<file path="src/rtl/ov5640_capture.sv">
// OV5640 DVP capture: resynchronises the camera bus into sysclk, skips startup frames, assembles RGB565 pixels.
// Latency: pix_valid rises 4 sysclk cycles after the sysclk-aligned cmos_pclk edge carrying the low byte.
// No backpressure: the camera cannot be stalled, so pixels are strobed out and must be consumed on pix_valid.
module ov5640_capture #(
  parameter int FRAME_SKIP = 10,
  parameter int H_ACT      = 640,
  parameter int V_ACT      = 480
) (
  input  logic        sysclk,
  input  logic        rst,
  input  logic        cfg_done,
  input  logic        cmos_pclk,
  input  logic        cmos_vsync,
  input  logic        cmos_href,
  input  logic [7:0]  cmos_data,
  output logic [15:0] pix_data,
  output logic        pix_valid,
  output logic [11:0] pix_x,
  output logic [11:0] pix_y,
  output logic        frame_start,
  output logic        frame_end,
  output logic        line_err,
  output logic [7:0]  frame_cnt
);

  localparam logic [7:0]  SKIP_N = 8'(FRAME_SKIP);
  localparam logic [11:0] H_LIM  = 12'(H_ACT);
  localparam logic [11:0] V_LIM  = 12'(V_ACT);

  typedef enum logic [1:0] {IDLE, SKIP, WAIT_VS, CAPTURE} state_t;

  // Index 0 is the first synchroniser flop, 1 the second, 2 the edge-detect history.
  logic [2:0] pclk_sync;
  logic [2:0] vsync_sync;
  logic [2:0] href_sync;
  logic [7:0] data_s1;
  logic [7:0] data_s2;

  logic pclk_rise;
  logic vs_rise;
  logic vs_fall;
  logic href_fall;

  state_t      state;
  logic [7:0]  skip_cnt;
  logic [11:0] col;
  logic [11:0] row;
  logic        phase;
  logic [7:0]  hi_byte;

  // Pixel assembled on the pclk edge; held one cycle before being presented.
  logic        pair_vld;
  logic [15:0] pair_dat;
  logic [11:0] pair_x;
  logic [11:0] pair_y;

  assign pclk_rise = pclk_sync[1] & ~pclk_sync[2];
  assign vs_rise   = vsync_sync[1] & ~vsync_sync[2];
  assign vs_fall   = ~vsync_sync[1] & vsync_sync[2];
  assign href_fall = ~href_sync[1] & href_sync[2];

  // Two-flop synchronisers for the camera bus plus one history flop for edge detection.
  always_ff @(posedge sysclk or posedge rst) begin
    if (rst) begin
      pclk_sync  <= '0;
      vsync_sync <= '0;
      href_sync  <= '0;
      data_s1    <= '0;
      data_s2    <= '0;
    end else begin
      pclk_sync  <= {pclk_sync[1:0], cmos_pclk};
      vsync_sync <= {vsync_sync[1:0], cmos_vsync};
      href_sync  <= {href_sync[1:0], cmos_href};
      data_s1    <= cmos_data;
      data_s2    <= data_s1;
    end
  end

  // Frame-skip / capture FSM with byte pairing, line/frame bookkeeping and registered outputs.
  always_ff @(posedge sysclk or posedge rst) begin
    if (rst) begin
      state       <= IDLE;
      skip_cnt    <= '0;
      col         <= '0;
      row         <= '0;
      phase       <= 1'b0;
      hi_byte     <= '0;
      pair_vld    <= 1'b0;
      pair_dat    <= '0;
      pair_x      <= '0;
      pair_y      <= '0;
      pix_data    <= '0;
      pix_valid   <= 1'b0;
      pix_x       <= '0;
      pix_y       <= '0;
      frame_start <= 1'b0;
      frame_end   <= 1'b0;
      line_err    <= 1'b0;
      frame_cnt   <= '0;
    end else begin
      frame_start <= 1'b0;
      frame_end   <= 1'b0;
      pair_vld    <= 1'b0;
      pix_valid   <= pair_vld;
      if (pair_vld) begin
        pix_data <= pair_dat;
        pix_x    <= pair_x;
        pix_y    <= pair_y;
      end
      if (!cfg_done) begin
        // Losing configuration abandons the frame silently: no frame_end.
        state     <= IDLE;
        skip_cnt  <= '0;
        phase     <= 1'b0;
        pix_valid <= 1'b0;
      end else begin
        case (state)
          IDLE: begin
            skip_cnt <= '0;
            state    <= (SKIP_N == 8'd0) ? WAIT_VS : SKIP;
          end
          SKIP: begin
            if (vs_rise) begin
              skip_cnt <= skip_cnt + 8'd1;
              if (skip_cnt + 8'd1 >= SKIP_N) state <= WAIT_VS;
            end
          end
          WAIT_VS: begin
            if (vs_fall) begin
              state       <= CAPTURE;
              frame_start <= 1'b1;
              col         <= '0;
              row         <= '0;
              phase       <= 1'b0;
              pix_x       <= '0;
              pix_y       <= '0;
            end
          end
          CAPTURE: begin
            if (vs_rise) begin
              // A partial line in flight is dropped with the frame.
              state     <= WAIT_VS;
              frame_end <= 1'b1;
              frame_cnt <= frame_cnt + 8'd1;
              col       <= '0;
              phase     <= 1'b0;
            end else if (href_fall) begin
              col   <= '0;
              phase <= 1'b0;
              if (phase) line_err <= 1'b1;
              if (col != 12'd0 && row < V_LIM) row <= row + 12'd1;
            end else if (pclk_rise && href_sync[1]) begin
              if (!phase) begin
                hi_byte <= data_s2;
                phase   <= 1'b1;
              end else begin
                phase <= 1'b0;
                if (col < H_LIM) begin
                  col <= col + 12'd1;
                  if (row < V_LIM) begin
                    pair_vld <= 1'b1;
                    pair_dat <= {hi_byte, data_s2};
                    pair_x   <= col;
                    pair_y   <= row;
                  end
                end else begin
                  // Column counter sits at H_ACT; extra pixels only flag the overrun.
                  line_err <= 1'b1;
                end
              end
            end
          end
          default: state <= IDLE;
        endcase
      end
    end
  end

endmodule

</file>
<file path="config.mk">
export PLATFORM = sky130hd
export DESIGN_NAME = ov5640_capture
export DESIGN_NICKNAME = d
export VERILOG_FILES = /design/src/rtl/ov5640_capture.sv
export SDC_FILE = /design/constraint.sdc
export NUM_CORES = 1
export LEC_CHECK = 0
export CORE_AREA = 2 2 139 141
export CTS_CLUSTER_SIZE = 14
export DETAILED_ROUTE_END_ITERATION = 7
export DIE_AREA = 0 0 141 143
export HOLD_SLACK_MARGIN = 0.08
export SYNTH_ARGS = -nofsm -noshare
export SYNTH_HDL_FRONTEND = slang
export SYNTH_SLANG_ARGS = --single-unit
</file>
<file path="constraint.sdc">
create_clock -name sysclk -period 5 [get_ports sysclk]
set_input_delay 1 -clock sysclk [delete_from_list [all_inputs] [get_ports sysclk]]
set_output_delay 1 -clock sysclk [all_outputs]
set_load 0.01 [all_outputs]
</file>
# Yosys cells after proc, flatten, opt, wreduce, memory -nomap -nowiden

Cells that the tools add are included.

Memory bits (read-only): 0
Register bits after elaboration: 161
Output and inout port bits: 52
Logic and storage cells: 129
Memory bits (writable): 0
Memories kept: 0
Bits in latches: 0
Bits of input ports: 14

Multipliers: 0
Equality and inequality tests: 18
Shift-type cells: 0
Bitwise operators: 11
Div/mod/pow operators: 0
Reductions and logical operators: 15
$lt $le $gt $ge: 3
Add/sub/neg operators: 4
Multiplexer cells: 55

Operators by type and width:

| cell                    | number |
|---|---|
| $mux W12                | 17 |
| $pmux W12 S2            | 2 |
| $mux W1                 | 26 |
| $add A12 B1 Y12 const B | 2 |
| $reduce_and A6 Y1       | 4 |
| $add A8 B1 Y8 const B   | 2 |
| $mux W8                 | 2 |
| $pmux W8 S2             | 1 |
| $lt A12 B10 Y1 const B  | 1 |
| $lt A12 B9 Y1 const B   | 1 |
| $ne A3 B3 Y1 const B    | 4 |
| $ne A4 B4 Y1 const B    | 3 |
| $reduce_bool A12 Y1     | 1 |
| $mux W2                 | 5 |
| $ne A2 B2 Y1 const B    | 5 |
| $ge A8 B4 Y1 const B    | 1 |
| $pmux W2 S4             | 1 |
| $reduce_and A8 Y1       | 1 |
| $not A1 Y1              | 7 |
| $ne A3 B1 Y1 const B    | 2 |
| $reduce_and A3 Y1       | 2 |
| $ne A5 B5 Y1 const B    | 1 |
| $and A1 B1 Y1           | 4 |
| $eq A2 B2 Y1 const B    | 2 |
| other kinds (7)         | 9 |

# Depth between registers and ports, before layout

Depth in word-level cells: 9
Gate-level depth with buffers: 8
Depth with buffers taken out: 7

# Worst setup path before layout

Ideal clock, no wire load.

Path kind: input to register
Start: input cfg_done
End: register row[4]
Arrival: 2.373 ns
Required time: 4.934 ns
Buffers on the path: 1
Setup time: 0.066 ns
Setup slack: 2.561 ns
Cell stages on the path: 6
Path through: nand2_1 > o21bai_1 > or4_1 > buf_2 > or4_1 > nand2_1

Word-level cells in the longest chain between the ends: 1

RTL lines:

| element                     | line | source |
|---|---|---|
| from (decl)                 | 11   | `input logic cfg_done,` |
| $reduce_and A6 Y1 (no line) | -    |  |
| to (signal assigned)        | 151  | `if (col != 12'd0 && row < V_LIM) row <= row + 12'd1;` |
| to (decl)                   | 47   | `logic [11:0] row;` |

Every way passes these cells.
A chain may end at the register's enable or synchronous reset.

# Worst setup path after layout

Ends and elaborated chain as after synthesis.

==> PnR_summary.wiki <==
{| class="wikitable"
! Metric !! Value
|-
| Number of optimization iterations in the first detailed-route pass || 4
|-
| Layout Nets || 587
|-
| Final Max Slew Viols || 0
|-
| Count of flip-flops with a built-in enable after synthesis || 0
|-
| Startpoint class of the critical path || primary input
|-
| Wire length of the first global-routing pass || 20.5 mm
|-
| Endpoint arrival time on the critical path || 3.55 ns
|-
| Total Routed Length || 12.4 mm
|-
| Number of hold violations in the final report || 0
|-
| Critical path origin || cfg_done
|-
| Vias in the first global route || 4001
|-
| Fill cell count || 1678
|-
| Type of the worst min-delay path || reg2reg
|-
| CTS Root Buffer Type || sky130_fd_sc_hd__clkbuf_16
|-
| Placed Cells incl. Taps || 782
|-
| Clock tree from TritonCTS || done
|-
| Maximum fanout encountered on the critical timing path || 13
|-
| Peak VDD IR || 311 uV
|-
| Vert. Die Dim || 143 um
|-
| YS warnings || 0
|-
| MaxCap Viol Count || 0
|-
| Outcome || complete, no violations
|-
| Worst hold slack across all endpoints || 0.349 ns
|-
| CTS clk-pin slew, worst paths || 0.06 ns
|-
| Capturing element type of the critical path || flip-flop
|-
| Seq. cell area || 4030 um^2
|-
| Die footprint || 20200 um^2
|-
| Vias post-DR || 4008
|-
| Cell accounting for the most synthesized area || sky130_fd_sc_hd__dfrtp_1
|-
| Highest clock frequency the design can meet || 0.313 GHz
|-
| Post-DP HPWL || 7.96 mm
|-
| Total number of H-tree levels || 4
|-
| Chip Width || 141 um
|-
| Gate count of the mapped netlist || 509
|-
| Min Tclk post-route || 3.20 ns
|-
| Critical path buffers and inverters || 1
|-
| Worst relative slew slack || 24.4%
|-
| Setup repair after global routing missed its margin || no
|-
| CP top delay family || simple AND/OR/NAND/NOR gates
|-
| TritonCTS Buffers || 17
|-
| Ordered list of cells on the worst path || clkdlybuf4s50_1 -> nand2_1 -> o21bai_1 -> or4_1 -> or4_1 -> nand2_1
|-
| Length in cells of the worst reg-to-reg path || 5
|-
| Total grt overflow || 0
|-
| Row count || 50
|-
| Share of synthesized area occupied by flip-flops and latches || 62.5%
|-
| Post-Syn Nets || 529
|-
| Cell leakage power || 3.53 nW
|-
| Category of the most critical setup path || in2reg
|-
| Num ports || 66
|-
| Proportion of netlist area held by the largest area contributor || 62.5%
|-
| Final sum of negative setup slack || 0 ns
|-
| Insertion delay to the later sink of the worst-skew pair || 0.42 ns
|-
| Final standard cell count with taps included and fillers excluded || 814
|-
| Starting density of the core || 34.7%
|-
| Final setup viols || 0
|-
| Transition time of the tightest slew-check pin || 1.13 ns
|-
| Pre-CTS WS || 1.36 ns
|-
| Maximum cell stage delay along the critical path || 0.71 ns
|-
| Fraction of layout cells with a size suffix above 1 || 14.5%
|-
| Final weighted congestion in routability-driven placement || 0.822
|-
| Port Buffer Count || 65
|-
| Largest net degree at the start of global routing || 162
|-
| Internal reg-to-reg setup slack || 2.03 ns
|-
| Postcts setup bufs || 0
|-
| Hold Buf Count CTS || 0
|-
| Fin worst setup slack || 1.80 ns
|-
| Combined area of all synthesized cells || 6440 um^2
|-
| Fraction of registers with async set/reset || 100%
|-
| Cell count along the critical path || 6
|-
| Top cells by area, synth || sky130_fd_sc_hd__dfrtp_1, sky130_fd_sc_hd__mux2_2, sky130_fd_sc_hd__mux2i_1
|-
| Remaining antenna violation count || 0
|-
| Mean instance size in the synthesized netlist || 12.7 um^2
|-
| Worst reg2reg endpoint || hi_byte[0]
|-
| Period utilisation layout || 64.0%
|-
| Main flop type after synthesis || sky130_fd_sc_hd__dfrtp_1
|-
| GRT Resource Usage Total || 13.0%
|-
| Post-synthesis sequential element count || 161
|-
| Largest buffer count on any clock path || 2
|-
| Layout-stage area growth over the synthesis result || 22.3%
|-
| Clock skew || 0.0131 ns
|-
| Initial DRC count || 284
|-
| Area of combinational cells with multiple inputs || 2270 um^2
|-
| Worst flop-to-flop path startpoint || state[1]
|-
| Number of gates resized after CTS || 0
|-
| WP data required || 5.35 ns
|-
| Clock sink count || 161
|-
| Per-cell routed wire length || 15.3 um
|-
| Drt drc || 0
|-
| Critical path endpoint || row[4]
|-
| Number of library cell types mapped by synthesis || 50
|-
| Initial antenna violation count || 0
|-
| Core outline area || 18600 um^2
|-
| Detailed-route vias per instance || 4.92
|-
| Inserted Diodes || 0
|-
| Power per standard cell area || 369 nW/um^2
|-
| Highest-delay cell along the critical path || sky130_fd_sc_hd__clkdlybuf4s50_1
|}
placed cells by master, fill, tap and decap left out, drive strengths merged, types with 2 or more instances in the layout:
master and count:
o21ai 27, o21bai 2, and2 9, xnor2 5, clkdlybuf4s50 65, or4 4
a21o 2, clkinvlp 2, nor2b 15, nand3b 2, mux2 60, and3b 2
nand2 27, mux2i 25, xor2 7, inv 14, nand3 15, clkbuf 20
nor4 2, nor3 6, nand4b 2, dfrtp 161, and4b 2, nor2 36
or3 4, ha 6, and4 3, nand4 11, o31ai 6, o21a 2
and3 4, clkinv 4, a2111oi 2, o211ai 2, a21oi 11
power by group:
| part | internal, W | switching (W) |
|---|---|---|
| clock network | 0.000724 | 0.000541 |
| logic | 0.000122 | 0.000108 |
| registers | 0.00137 | 0.0000431 |
cells by family after synthesis:
family | synth area share [%]
AO/OA/AOI/OAI | 5.92
buffers and inverters | 2.29
flip-flops | 62.5
AND/OR/NAND/NOR | 12.1
multiplexers | 14.4
adder cells (fa/ha/maj) | 1.17
XOR/XNOR | 1.63
synthesized netlist by cell type (5+ instances only):
cell type and n:
sky130_fd_sc_hd__mux2_1 13, sky130_fd_sc_hd__o21ai_0 24, sky130_fd_sc_hd__o31ai_1 6, sky130_fd_sc_hd__inv_1 9, sky130_fd_sc_hd__a21oi_1 11, sky130_fd_sc_hd__xnor2_1 5
sky130_fd_sc_hd__mux2i_1 25, sky130_fd_sc_hd__mux2_2 47, sky130_fd_sc_hd__nand4_1 11, sky130_fd_sc_hd__nor2_1 36, sky130_fd_sc_hd__nor3_1 6, sky130_fd_sc_hd__nand3_1 15
sky130_fd_sc_hd__ha_1 6, sky130_fd_sc_hd__clkbuf_1 17, sky130_fd_sc_hd__buf_2 7, sky130_fd_sc_hd__nand2_1 26, sky130_fd_sc_hd__and2_1 9, sky130_fd_sc_hd__xor2_1 7
sky130_fd_sc_hd__dfrtp_1 161, sky130_fd_sc_hd__nor2b_1 15
flip-flops by register name, summed over array words and instances, names as in the netlist, 12 cells and up:
| signal | flops |
|---|---|
| pair_x | 12 |
| pair_y | 12 |
| pix_y | 12 |
| pair_dat | 16 |
| row | 12 |
| pix_x | 12 |
| col | 12 |
| pix_data | 16 |
how the worst min path moves through the flow:
| stage | startpoint | endpoint | slack (ns) | cells after the start |
|---|---|---|---|---|
| after global routing | data_s1[7] | data_s2[7] | 0.35 | 0 |
| after CTS | href_sync[0] | href_sync[1] | 0.35 | 0 |
| after detailed placement | href_sync[0] | href_sync[1] | 0.33 | 0 |
| final | href_sync[0] | href_sync[1] | 0.35 | 0 |
| after floorplan | data_s1[0] | data_s2[0] | 0.33 | 0 |
| after global placement | pclk_sync[0] | pclk_sync[1] | 0.33 | 0 |
per-layer routing:
metal,up-vias,track usage (%),part of all wire (%)
met5,-,0,0
met4,0,6.37,1.9
met3,17,4.09,4.1
met2,88,19.6,46
met1,1983,17.1,48
li1,1920,-,-
layout make-up:
class	instances	area share [%]
Clock buffer	20	5.80
Clock inverter	12	1.56
Inverter	9	0.476
Multi-Input combinational cell	312	28.8
Sequential cell	161	51.2
Tap cell	234	3.72
Timing Repair Buffer	66	8.51
stage by stage:
step / power, W / utilization (%) / area, um^2
CTS: 0.00295 / 42.4 / 7880
global route: 0.00303 / 42.4 / 7880
floorplan: 0.00153 / - / 6450
finish: 0.00290 / 42.4 / 7880
global placement: 0.00166 / 39.3 / 7300
detailed placement: 0.00167 / 39.3 / 7300
(Power assumes the default switching activity.)
==> variant, RTL diff (config.mk and constraints unchanged) <==
Reset style: synchronous (`rst`), changed in 2 clocked blocks.
--- a/src/rtl/ov5640_capture.sv
+++ b/src/rtl/ov5640_capture.sv
@@ -60,7 +60,7 @@
   assign href_fall = ~href_sync[1] & href_sync[2];
 
   // Two-flop synchronisers for the camera bus plus one history flop for edge detection.
-  always_ff @(posedge sysclk or posedge rst) begin
+  always_ff @(posedge sysclk) begin
     if (rst) begin
       pclk_sync  <= '0;
       vsync_sync <= '0;
@@ -77,7 +77,7 @@
   end
 
   // Frame-skip / capture FSM with byte pairing, line/frame bookkeeping and registered outputs.
-  always_ff @(posedge sysclk or posedge rst) begin
+  always_ff @(posedge sysclk) begin
     if (rst) begin
       state       <= IDLE;
       skip_cnt    <= '0;
Function: same outputs for any inputs over 4 cycles, from zero or initial values and one cycle with rst high; that may be too few to reach the edited logic, so the function may still have changed.
==> variant against the original RTL <==
- final area fell by 4.7%
- synthesized area down 5.5%
- global-route usage down 0.34 points
- sequential cell count is the same
- routed wire length fell by 1.7%
- setup slack improved by 0.58 ns
- critical path type unchanged
- critical endpoint is now row[7]
Power is not compared: it rests on default switching activity, and its combinational part moved more than twofold at a synthesized area within 25%.
==> variant: results <==
[synthesis]
ys_top_cells_by_count = 161 x dfxtp_1, 121 x nor2_1, 87 x mux2i_1, 31 x nor2b_1, 21 x clkbuf_1
synth-adder-area-share_pct = 1.397
synth_cell_type_count = 49
synthTopCellsByArea = dfxtp_1 53%, mux2i_1 14%, nor2_1 7.5%
synth_compound_area_share_pct = 6.656
syn_inst = 614
syn-num-nets = 634
async_flop_share_pct = 0
synth_mux_area_share_pct = 14.30
synth-xor-area-share_pct = 2.588

[placed_design]
place_ws_ns = 1.925
place_inst = 882
globalplace.congestion = 0.8224

[critical_path]
cp.arrival_ns = 2.96
reg2regPathDepth = 7
path_max_fanout = 15
r2r_slack_ns = 2.58

[finish]
multiInputGateArea_um2 = 2691
clkCellAreaFrac_pct = 7.913
drive_above_1_share_pct = 6.324
buf_share_pct = 9.029
design_area_um2 = 7511
nets = 687
buffers = 69

[status]
outcome = complete, no violations

[global_route]
grt_max_degree = 66
grt_pass1_vias = 4286
track_usage_pct = 12.66
grt_first_pass_wirelength_mm = 20.50

[drt]
vias_per_cell = 4.784
drt-initial-drc-count = 155

[timing]
whs_ns = 0.4367
worst_pin_slew_ns = 1.049
clock_skew_ns = 0.01108
## variant: cell count changes after synthesis, moves of 13 or more
cell / change
mux2_1: -13
nor2b_1: +16
o21ai_0: -15
nor2_1: +85
dfxtp_1: +161
mux2i_1: +62
dfrtp_1: -161
mux2_2: -47
## variant: power by group through the flow
stage                     sequential, uW  clock, uW  combinational [uW]
after detailed placement            1330          0                51.2
final                               1300       1300                49.9
after floorplan                     1320          0                34.3
after global routing                1300       1380                55.8
after CTS                           1300       1330                51.2
after global placement              1330          0                49.8
## variant: final timing paths
kind | startpoint | endpoint
setup / recovery | cfg_done | row[7]
hold / removal | data_s1[2] | data_s2[2]
setup reg to reg | col[0] | row[7]
hold reg to reg | data_s1[2] | data_s2[2]
## variant: layer usage
metal	wire (um)	vias up	global-route usage, %
li1	-	2220	-
met1	5613	2079	14.87
met2	6030	54	21.75
met3	361	20	3.622
met4	203	0	5.316
met5	0	-	0
